## src/rtl/video_timing_gen.sv

```systemverilog
// Raster timing generator: pixel/line counters with decoded sync, blank and
// strobe outputs. Line length can be shortened (hoffs), frame length extended
// (voffs) and odd/even frames lengthened by one line (interlace). All three
// controls are captured only at the frame boundary or at reset.
//
// Ports:
//   clk, reset         clock, synchronous active-high reset
//   ce_pix             pixel clock enable; counters advance only when high
//   hoffs, voffs       line shortening / frame lengthening
//   interlace          alternate 1-line frame lengthening on field=1
//   hcount, vcount     pixel and line counters
//   hs, vs             active-low syncs
//   hb, vb, de         blanks (active high) and display enable
//   line, frame        one-ce start-of-line / start-of-frame pulses
//   field              current interlace field
module video_timing_gen #(
  parameter int unsigned HCNT_W      = 9,
  parameter int unsigned VCNT_W      = 9,
  parameter int unsigned H_ACT_START = 1,
  parameter int unsigned H_ACT_END   = 256,
  parameter int unsigned HS_START    = 271,
  parameter int unsigned HS_END      = 295,
  parameter int unsigned H_TOTAL     = 336,
  parameter int unsigned V_ACT_START = 16,
  parameter int unsigned V_ACT_END   = 240,
  parameter int unsigned VS_START    = 250,
  parameter int unsigned VS_END      = 253,
  parameter int unsigned V_TOTAL     = 273,
  parameter int unsigned HOFFS_W     = 5,
  parameter int unsigned VOFFS_W     = 3
) (
  input  logic               clk,
  input  logic               reset,
  input  logic               ce_pix,
  input  logic [HOFFS_W-1:0] hoffs,
  input  logic [VOFFS_W-1:0] voffs,
  input  logic               interlace,
  output logic [HCNT_W-1:0]  hcount,
  output logic [VCNT_W-1:0]  vcount,
  output logic               hs,
  output logic               vs,
  output logic               hb,
  output logic               vb,
  output logic               de,
  output logic               line,
  output logic               frame,
  output logic               field
);

  // Elaboration guard: the shortest line must still release hsync, and the
  // longest frame must fit the vertical counter.
  if ((H_TOTAL - ((2 ** HOFFS_W) - 1) <= HS_END) ||
      (V_TOTAL + (2 ** VOFFS_W) > (2 ** VCNT_W))) begin : g_param_check
    $error("video_timing_gen: timing parameters violate line/frame length limits");
  end

  logic [HOFFS_W-1:0] hoffs_l;
  logic [VOFFS_W-1:0] voffs_l;
  logic               interlace_l;

  logic [HCNT_W-1:0]  ht;
  logic [VCNT_W-1:0]  vt;
  logic               h_wrap;
  logic               f_wrap;
  logic [HCNT_W-1:0]  hcount_nx;
  logic [VCNT_W-1:0]  vcount_nx;
  logic               hb_nx;
  logic               hs_nx;
  logic               vb_nx;
  logic               vs_nx;

  // Next counter values and decodes; outputs are registered from these so
  // every decode lines up with the counter value it describes.
  always_comb begin
    ht        = HCNT_W'(H_TOTAL) - HCNT_W'(hoffs_l);
    vt        = VCNT_W'(V_TOTAL) + VCNT_W'(voffs_l) + VCNT_W'(interlace_l & field);
    // >= keeps the counters safe if they were ever beyond the wrap point.
    h_wrap    = (hcount >= (ht - HCNT_W'(1)));
    f_wrap    = h_wrap && (vcount >= (vt - VCNT_W'(1)));
    hcount_nx = h_wrap ? '0 : hcount + HCNT_W'(1);
    vcount_nx = vcount;
    if (f_wrap) begin
      vcount_nx = '0;
    end else if (h_wrap) begin
      vcount_nx = vcount + VCNT_W'(1);
    end
    hb_nx = !((hcount_nx >= HCNT_W'(H_ACT_START)) && (hcount_nx < HCNT_W'(H_ACT_END)));
    hs_nx = !((hcount_nx >= HCNT_W'(HS_START))    && (hcount_nx < HCNT_W'(HS_END)));
    vb_nx = !((vcount_nx >= VCNT_W'(V_ACT_START)) && (vcount_nx < VCNT_W'(V_ACT_END)));
    vs_nx = !((vcount_nx >= VCNT_W'(VS_START))    && (vcount_nx < VCNT_W'(VS_END)));
  end

  // Counter, decode and control-capture registers.
  always_ff @(posedge clk) begin
    if (reset) begin
      hcount      <= '0;
      vcount      <= '0;
      hs          <= 1'b1;
      vs          <= 1'b1;
      hb          <= 1'b1;
      vb          <= 1'b1;
      de          <= 1'b0;
      line        <= 1'b0;
      frame       <= 1'b0;
      field       <= 1'b0;
      hoffs_l     <= hoffs;
      voffs_l     <= voffs;
      interlace_l <= interlace;
    end else if (ce_pix) begin
      hcount <= hcount_nx;
      vcount <= vcount_nx;
      hs     <= hs_nx;
      vs     <= vs_nx;
      hb     <= hb_nx;
      vb     <= vb_nx;
      de     <= !hb_nx && !vb_nx;
      line   <= h_wrap;
      frame  <= f_wrap;
      if (f_wrap) begin
        // Field follows the interlace mode of the frame that just ended.
        field       <= interlace_l ? !field : 1'b0;
        hoffs_l     <= hoffs;
        voffs_l     <= voffs;
        interlace_l <= interlace;
      end
    end else begin
      line  <= 1'b0;
      frame <= 1'b0;
    end
  end

endmodule

```

## config.mk

```make
export PLATFORM = sky130hd
export DESIGN_NAME = video_timing_gen
export DESIGN_NICKNAME = d
export VERILOG_FILES = /design/src/rtl/video_timing_gen.sv
export SDC_FILE = /design/constraint.sdc
export NUM_CORES = 1
export LEC_CHECK = 0
export CELL_PAD_IN_SITES_DETAIL_PLACEMENT = 1
export CELL_PAD_IN_SITES_GLOBAL_PLACEMENT = 1
export CORE_UTILIZATION = 40
export DETAILED_ROUTE_END_ITERATION = 8
export HOLD_SLACK_MARGIN = 0.08
export PLACE_DENSITY_LB_ADDON = 0.15
export SYNTH_ARGS = -nofsm -noshare
export SYNTH_HDL_FRONTEND = slang
export SYNTH_SLANG_ARGS = --single-unit
```

## constraint.sdc

```tcl
create_clock -name clk -period 3.2 [get_ports clk]
set_input_delay 0.48 -clock clk [delete_from_list [all_inputs] [get_ports clk]]
set_output_delay 0.48 -clock clk [all_outputs]
set_load 0.03 [all_outputs]
```

==> results by group, run 1 <==
Outcome
  – Status: finished clean

Layout
  – Layout cells sized above 1: 10.5%
  – Fin nets: 313
  – ANT cells: 0
  – Layout Cells excl Fill: 357
  – Design Area, Final: 2750 um2
  – Finished Core Util: 52.6%
  – Layout area overhead: 23.2%

CTS
  – Clock transition at path regs: 0.08 ns
  – Post-CTS Setup Inserts: 0
  – Clk_lat worst skew: 0.28 ns
  – CTS H-Tree Depth: 2
  – CTS Buf Count: 5
  – CTS Buffer Depth: 2
  – TritonCTS clock tree: yes
  – CTS Root Cell: clkbuf_8
  – CTS sink count: 35

Logic synthesis
  – Mapped Area: 2230 um2
  – Number of synthesized flops with an enable pin: 9
  – Synth cell types: 54
  – Ys Warns: 0
  – Primary FF master, synth: dfxtp_1
  – Post-synth top area share: 23.3%
  – Post-Syn Instances: 248
  – Post-synth top area cell: dfxtp_1
  – Seq/Total Area, Yosys: 35.4%
  – Ys async rst share: 0%
  – Syn Nets: 275
  – Top cells by count, synth: dfxtp_1, nor2_1, a21oi_1
  – Register bit total from synthesis: 35
  – Count leader, synth: dfxtp_1
  – Top cells by area, synth: dfxtp_1, edfxtp_1, ha_1
  – Post-Syn Area per Cell: 9.01 um2

Routing
  – # DRC: 0
  – Vias after detailed routing: 2059
  – Final ANT Viol Nets: 0
  – First-pass detailed-route iteration total: 4
  – DR vias/cell: 5.77
  – Drt total wl: 5890 um
  – First-iteration detailed-routing DRC count: 100
  – WL/cell: 16.5 um

Power and ir drop
  – Leak: 1.05 nW
  – Switch share: 25.3%
  – Switching pwr: 232 uW
  – Power share of the combinational group: 11.3%
  – Pwr Density: 334 nW/um2
  – Clk network pwr share: 36.6%
  – Reg power frac: 52.1%
  – Maximum vdd drop: 352 uV
  – Internal power: 687 uW

STA
  – Tmin final: 3.00 ns
  – Setup WS post-layout: 0.205 ns
  – Max Clock Freq: 334 MHz
  – Unrepaired setup endpoints after global routing: no
  – Hold Vio Cnt, Final: 0
  – Slew headroom: 65.5%
  – Final setup TNS: 0 ns
  – Final slew viol count: 0
  – Fin crit share: 93.6%
  – Layout Skew: 0.00657 ns
  – Worst-margin pin slew: 0.517 ns
  – Final setup fails: 0

Worst setup path
  – CP Class: flip-flop to flip-flop
  – Startpoint type of the worst setup path: flip-flop
  – Critical path data arrival time: 3.14 ns
  – RR Endpoint: vs$_SDFFE_PP1P_
  – Reg2reg start: interlace_l$_DFFE_PP_
  – Worst Setup End Kind: flip-flop
  – R2R depth: 12
  – Crit path max fanout: 12
  – Slowest stage delay, CP: 0.38 ns
  – Cells along the critical path: and2_1 > ha_1 > ha_1 > xnor2_1 > ha_1 > a21o_1 > a31oi_2 > o21ai_4 > o211a_1 > mux2_2 > a2111oi_2 > a41oi_1
  – CP max stage cell: edfxtp_1
  – Crit-path most repeated cell: ha_1
  – WP data required: 3.35 ns
  – Reg2reg setup slack: 0.20 ns

Placement
  – Placed Area: 2640 um2
  – PortBufs: 37
  – Post-Place Setup Slack: 0.0416 ns
  – DP HPWL: 4420 um
  – Placed insts: 349
  – Gpl congestion: 0.774

Die
  – Die width: 76.7 um
  – Core ar.: 5240 um2
  – I/O pins: 38
  – Die area: 5890 um2
  – DIE HEIGHT: 76.7 um
  – Row Count: 26
  – Starting Density: 42.6%

Global routing
  – Largest net degree at the start of global routing: 28
  – GR Overflow Total: 0
  – First-pass GRT wire length: 10100 um
  – Initial antenna violation count: 0
  – Vias in the first global route: 2066
  – GRT Resource Usage Total: 21.3%

Hold path
  – Hold Path End: field$_SDFFE_PP0P_
  – Worst hold path class: flip-flop to flip-flop
  – Hold path depth: 2
  – Startpoint of the worst hold path: field$_SDFFE_PP0P_

Flow run
  – Total of max-cap violations: 0
-- flip-flops by register name, summed over array words and instances (netlist names) --
register	cells
hcount	9
vcount	9
hoffs_l	5
voffs_l	3
de	1
field	1
frame	1
hb	1
hs	1
interlace_l	1
line	1
vb	1
vs	1
-- power by group through the flow --
stage          clock network [mW]  registers [mW]  logic, mW
2_1_floorplan                   0           0.498     0.0536
3_3_place_gp                    0           0.489     0.0998
3_5_place_dp                    0           0.490      0.103
4_1_cts                     0.348           0.479      0.104
6_report                    0.336           0.479      0.104
5_1_grt                     0.367           0.481      0.115
-- how the worst max path moves through the flow --
stage	start	end	slack [ns]	cells after the start
after floorplan	field$_SDFFE_PP0P_	hoffs_l[0]$_DFFE_PP_	0.39	11
after global placement	interlace_l$_DFFE_PP_	vs$_SDFFE_PP1P_	0.21	12
after detailed placement	interlace_l$_DFFE_PP_	hoffs_l[3]$_DFFE_PP_	0.04	10
after CTS	interlace_l$_DFFE_PP_	interlace_l$_DFFE_PP_	0.03	10
after global routing	interlace_l$_DFFE_PP_	vs$_SDFFE_PP1P_	0.01	12
final	interlace_l$_DFFE_PP_	vs$_SDFFE_PP1P_	0.20	12
-- metrics by stage --
stage / hold slack [ns] / power [mW]
4_1_cts: 0.502 / 0.931
3_5_place_dp: 0.493 / 0.592
2_1_floorplan: 0.579 / 0.551
5_1_grt: 0.528 / 0.963
3_3_place_gp: 0.468 / 0.589
6_report: 0.503 / 0.919
-- logic make-up after synthesis --
group / count (synthesis) / synth area share, %
compound gates: 62 / 20.8
xor+xnor: 8 / 3.14
fa+ha+maj: 15 / 8.40
buf+inv: 23 / 6.44
flops: 35 / 35.4
mux: 5 / 2.30
simple gates: 100 / 23.5
-- cells in the final DEF (no fill, tap or decap), types with 3 or more instances in the layout --
master           Yosys  layout
clkbuf_8             5       6
a21o_1               3       3
nor4_1               3       3
a21oi_1             19      19
nor3_1              10      10
o21ai_0              9       9
dfxtp_1             26      26
nand3_1             15      15
clkdlybuf4s50_1      0      37
a211oi_1             4       4
buf_4                0       8
o211ai_1             5       5
nand4_1              4       4
edfxtp_1             9       9
and3_1               4       4
nor2_1              25      25
nand2b_1             4       4
xor2_1               5       5
xnor2_1              3       3
mux2i_1              4       4
nand2_1             16      16
inv_1                9       9
ha_1                15      15
nand4b_1             5       5
-- final cells by class --
type | instances | area [um2]
flip-flops and latches | 35 | 791
inverters | 9 | 33.8
repair buffers | 45 | 430
clock buffers | 6 | 82.6
clock inverters | 2 | 11.3
fillers | 632 | 2480
multi-input cells | 190 | 1320
well taps | 70 | 87.6
-- what timing repair did --
item / 4_1_cts / 5_1_grt
hold buffers: 0 / 0
resized for setup: 0 / 3
endpoints found under the hold margin: 0 / 0
setup endpoints to repair: 0 / 14
-- worst max-delay path: cells and delay by family, from the launching register on --
family / cells / cell delay, ns
compound gates: 6 / 1.21
flops: 1 / 0.38
fa+ha+maj: 3 / 0.69
mux: 1 / 0.28
xor+xnor: 1 / 0.13
simple gates: 1 / 0.17
-- layer usage --
metal / routed length, um / part of all wire [%] / vias to the layer above / GRT usage [%]
li1: - / - / 993 / -
met4: 41 / 0.70 / 0 / 4.04
met5: 0 / 0 / - / 0
met2: 2820 / 48 / 45 / 35.2
met3: 177 / 3.0 / 4 / 3.81
met1: 2850 / 48 / 1017 / 28.9
No activity file was read; power rests on OpenSTA's default activity.
==> run 2, diff against run 1 <==
ABC_AREA = 1   (was unset)
CORE_UTILIZATION = 38   (was 40)
==> results by group, run 2 <==
Layout
  – Commonest non-fill, non-tap cell in the layout: nand2_1 (was clkdlybuf4s50_1)
  – Fin nets: 354 (was 313)
  – Most frequent cells in the layout: nand2_1, clkdlybuf4s50_1, inv_1 (was clkdlybuf4s50_1, dfxtp_1, nor2_1)
  – Layout Cells excl Fill: 398 (was 357)
  – Layout cells sized above 1: 7.62% (was 10.5%)
  – ANT cells: 0 (unchanged)
  – FF/Latch Area: 791 um2 (unchanged)
  – Layout area overhead: 26.0% (was 23.2%)
  – Fill count: 671 (was 632)
  – Multi-input logic area: 1140 um2 (was 1320 um2)
  – Largest regs: hcount x9, vcount x9, hoffs_l x5 (unchanged)

Die
  – DIE HEIGHT: 76.8 um (was 76.7 um)
  – Row Count: 26 (unchanged)
  – Die area: 5900 um2 (was 5890 um2)
  – Starting Density: 40.6% (was 42.6%)
  – Core ar.: 5240 um2 (unchanged)
  – Die width: 76.8 um (was 76.7 um)
  – I/O pins: 38 (unchanged)

Worst setup path
  – Slowest stage delay, CP: 0.40 ns (was 0.38 ns)
  – Worst Setup End Kind: flip-flop (unchanged)
  – Reg2reg setup slack: 0.43 ns (was 0.20 ns)
  – Cells along the critical path: nand2_1 > inv_1 > ha_1 > ha_1 > xnor2_1 > ha_1 > nand2_1 > o21ai_0 > nand2_1 > nand2_1 > nand2_1 > nand2_1 > nand2_4 > o21ai_0 > buf_4 (was and2_1 > ha_1 > ha_1 > xnor2_1 > ha_1 > a21o_1 > a31oi_2 > o21ai_4 > o211a_1 > mux2_2 > a2111oi_2 > a41oi_1)
  – WP data required: 3.20 ns (was 3.35 ns)
  – Startpoint type of the worst setup path: flip-flop (unchanged)
  – Critical path data arrival time: 2.77 ns (was 3.14 ns)
  – CP max stage cell: edfxtp_1 (unchanged)
  – Crit-path most repeated cell: nand2_1 (was ha_1)
  – Crit path max fanout: 11 (was 12)
  – CP Class: flip-flop to flip-flop (unchanged)

Logic synthesis
  – Ys async rst share: 0% (unchanged)
  – Post-Syn Instances: 290 (was 248)
  – Post-synth top area share: 24.5% (was 23.3%)
  – Post-Syn Area per Cell: 7.33 um2 (was 9.01 um2)
  – Number of synthesized flops with an enable pin: 9 (unchanged)
  – Register bit total from synthesis: 35 (unchanged)
  – Syn Nets: 317 (was 275)
  – Seq/Total Area, Yosys: 37.2% (was 35.4%)
  – Top cells by area, synth: dfxtp_1, nand2_1, edfxtp_1 (was dfxtp_1, edfxtp_1, ha_1)
  – Primary FF master, synth: dfxtp_1 (unchanged)
  – Top cells by count, synth: nand2_1, inv_1, o21ai_0 (was dfxtp_1, nor2_1, a21oi_1)
  – Mapped Area: 2130 um2 (was 2230 um2)
  – Count leader, synth: nand2_1 (was dfxtp_1)
  – Synth cell types: 29 (was 54)
  – Ys Warns: 0 (unchanged)
  – Post-synth top area cell: dfxtp_1 (unchanged)

Routing
  – First-pass detailed-route iteration total: 4 (unchanged)
  – DR vias/cell: 5.17 (was 5.77)
  – Vias after detailed routing: 2056 (was 2059)
  – Drt total wl: 5900 um (was 5890 um)
  – # DRC: 0 (unchanged)
  – First-iteration detailed-routing DRC count: 102 (was 100)
  – Final ANT Viol Nets: 0 (unchanged)
  – WL/cell: 14.8 um (was 16.5 um)

CTS
  – Post-CTS Setup Inserts: 0 (unchanged)
  – Clock transition at path regs: 0.07 ns (was 0.08 ns)
  – CTS H-Tree Depth: 2 (unchanged)
  – Post-CTS Hold Buffers: 0 (unchanged)
  – Post-cts resize count: 0 (unchanged)
  – CTS Root Cell: clkbuf_8 (unchanged)
  – CTS Buf Count: 5 (unchanged)
  – CTS sink count: 35 (unchanged)
  – CTS Buffer Depth: 2 (unchanged)
  – TritonCTS clock tree: yes (unchanged)
  – Clk_lat worst skew: 0.29 ns (was 0.28 ns)

Power and ir drop
  – Leak: 1.22 nW (was 1.05 nW)
  – Maximum vdd drop: 319 uV (was 352 uV)
  – Pwr Density: 465 nW/um2 (was 334 nW/um2)

Global routing
  – Vias in the first global route: 1936 (was 2066)
  – First-pass GRT wire length: 9760 um (was 10100 um)
  – Largest net degree at the start of global routing: 35 (was 28)
  – GR Overflow Total: 0 (unchanged)
  – GRT Resource Usage Total: 21.1% (was 21.3%)
  – Initial antenna violation count: 0 (unchanged)

STA
  – Tmin final: 2.77 ns (was 3.00 ns)
  – Fin crit share: 86.6% (was 93.6%)
  – Final setup fails: 0 (unchanged)
  – Final setup TNS: 0 ns (unchanged)
  – Slew headroom: 64.8% (was 65.5%)
  – Worst-margin pin slew: 0.527 ns (was 0.517 ns)
  – Final slew viol count: 0 (unchanged)
  – Hold Vio Cnt, Final: 0 (unchanged)
  – Unrepaired setup endpoints after global routing: no (unchanged)
  – Max Clock Freq: 361 MHz (was 334 MHz)
  – Layout Skew: 0.00569 ns (was 0.00657 ns)

Placement
  – Placed insts: 390 (was 349)
  – Gpl congestion: 0.744 (was 0.774)
  – DP HPWL: 4280 um (was 4420 um)
  – PortBufs: 37 (unchanged)

Flow run
  – Total of max-cap violations: 0 (unchanged)

Hold path
  – Worst hold path class: flip-flop to flip-flop (unchanged)

Outcome
  – Status: finished clean (unchanged)
[run 2: cell count changes after synthesis, sizes merged, moves of 4 or more]
cell	previous run	this run
a21oi	19	25
and3	5	0
clkbuf	13	6
inv	9	35
mux2i	4	0
nand2	16	79
nand2b	4	0
nand3	15	23
nand4b	5	0
nor2	25	20
nor3	10	2
o211ai	6	0
o21ai	11	28
[run 2: final timing paths]
check                        start              endpoint  cells past startpoint
max          interlace_l$_DFFE_PP_  hoffs_l[0]$_DFFE_PP_                     15
min                de$_SDFFE_PP0P_       de$_SDFFE_PP0P_                      2
max reg2reg  interlace_l$_DFFE_PP_  hoffs_l[0]$_DFFE_PP_                     15
min reg2reg        de$_SDFFE_PP0P_       de$_SDFFE_PP0P_                      2
[run 2: layout make-up]
class / instances / area share, %
Clock buffer: 6 / 2.71
Multi-Input combinational cell: 210 / 42.6
Inverter: 35 / 5.00
Sequential cell: 35 / 29.5
Clock inverter: 2 / 2.24
Timing Repair Buffer: 40 / 14.7
Tap cell: 70 / 3.27
[run 2: report_power, final]
group | internal [mW] | switching, mW
sequential | 0.481 | 0.0334
clock | 0.311 | 0.163
combinational | 0.0998 | 0.156
[run 2: stage by stage]
step                      power [mW]  setup WS, ns  hold WS, ns  util, %  cell area, um2
after global routing            1.31         0.154        0.538     51.2            2680
after CTS                       1.26         0.444        0.504     51.2            2680
after detailed placement       0.779         0.463        0.485     48.6            2550
after floorplan                0.681         0.149        0.474        -            2130
after global placement         0.773         0.613        0.467     48.6            2550
final                           1.25         0.430        0.499     51.2            2680
[run 2: worst max-delay path: cells and delay by family, from the launching register on]
family / cells / cell delay, ns
buffers and inverters: 2 / 0.27
DFF: 1 / 0.40
AOI/OAI and AO/OA: 2 / 0.48
adders and majority gates: 3 / 0.66
xor gates and xnor gates: 1 / 0.12
and+or+nand+nor: 7 / 0.54
[run 2: metal layers]
metal / global-route usage (%) / routed length (um) / part of all wire [%]
met5: 0 / 0 / 0
met4: 6.35 / 82 / 1.4
met3: 3.57 / 202 / 3.4
met2: 32.7 / 2660 / 45
met1: 29.7 / 2950 / 50
[run 2: cells by family after synthesis]
kind of cell    after synthesis  synth area share (%)
xor+xnor                      9                  3.71
compound gates               57                  14.3
simple gates                129                  26.9
fa+ha+maj                    15                  8.82
buf+inv                      45                  9.12
flops                        35                  37.2
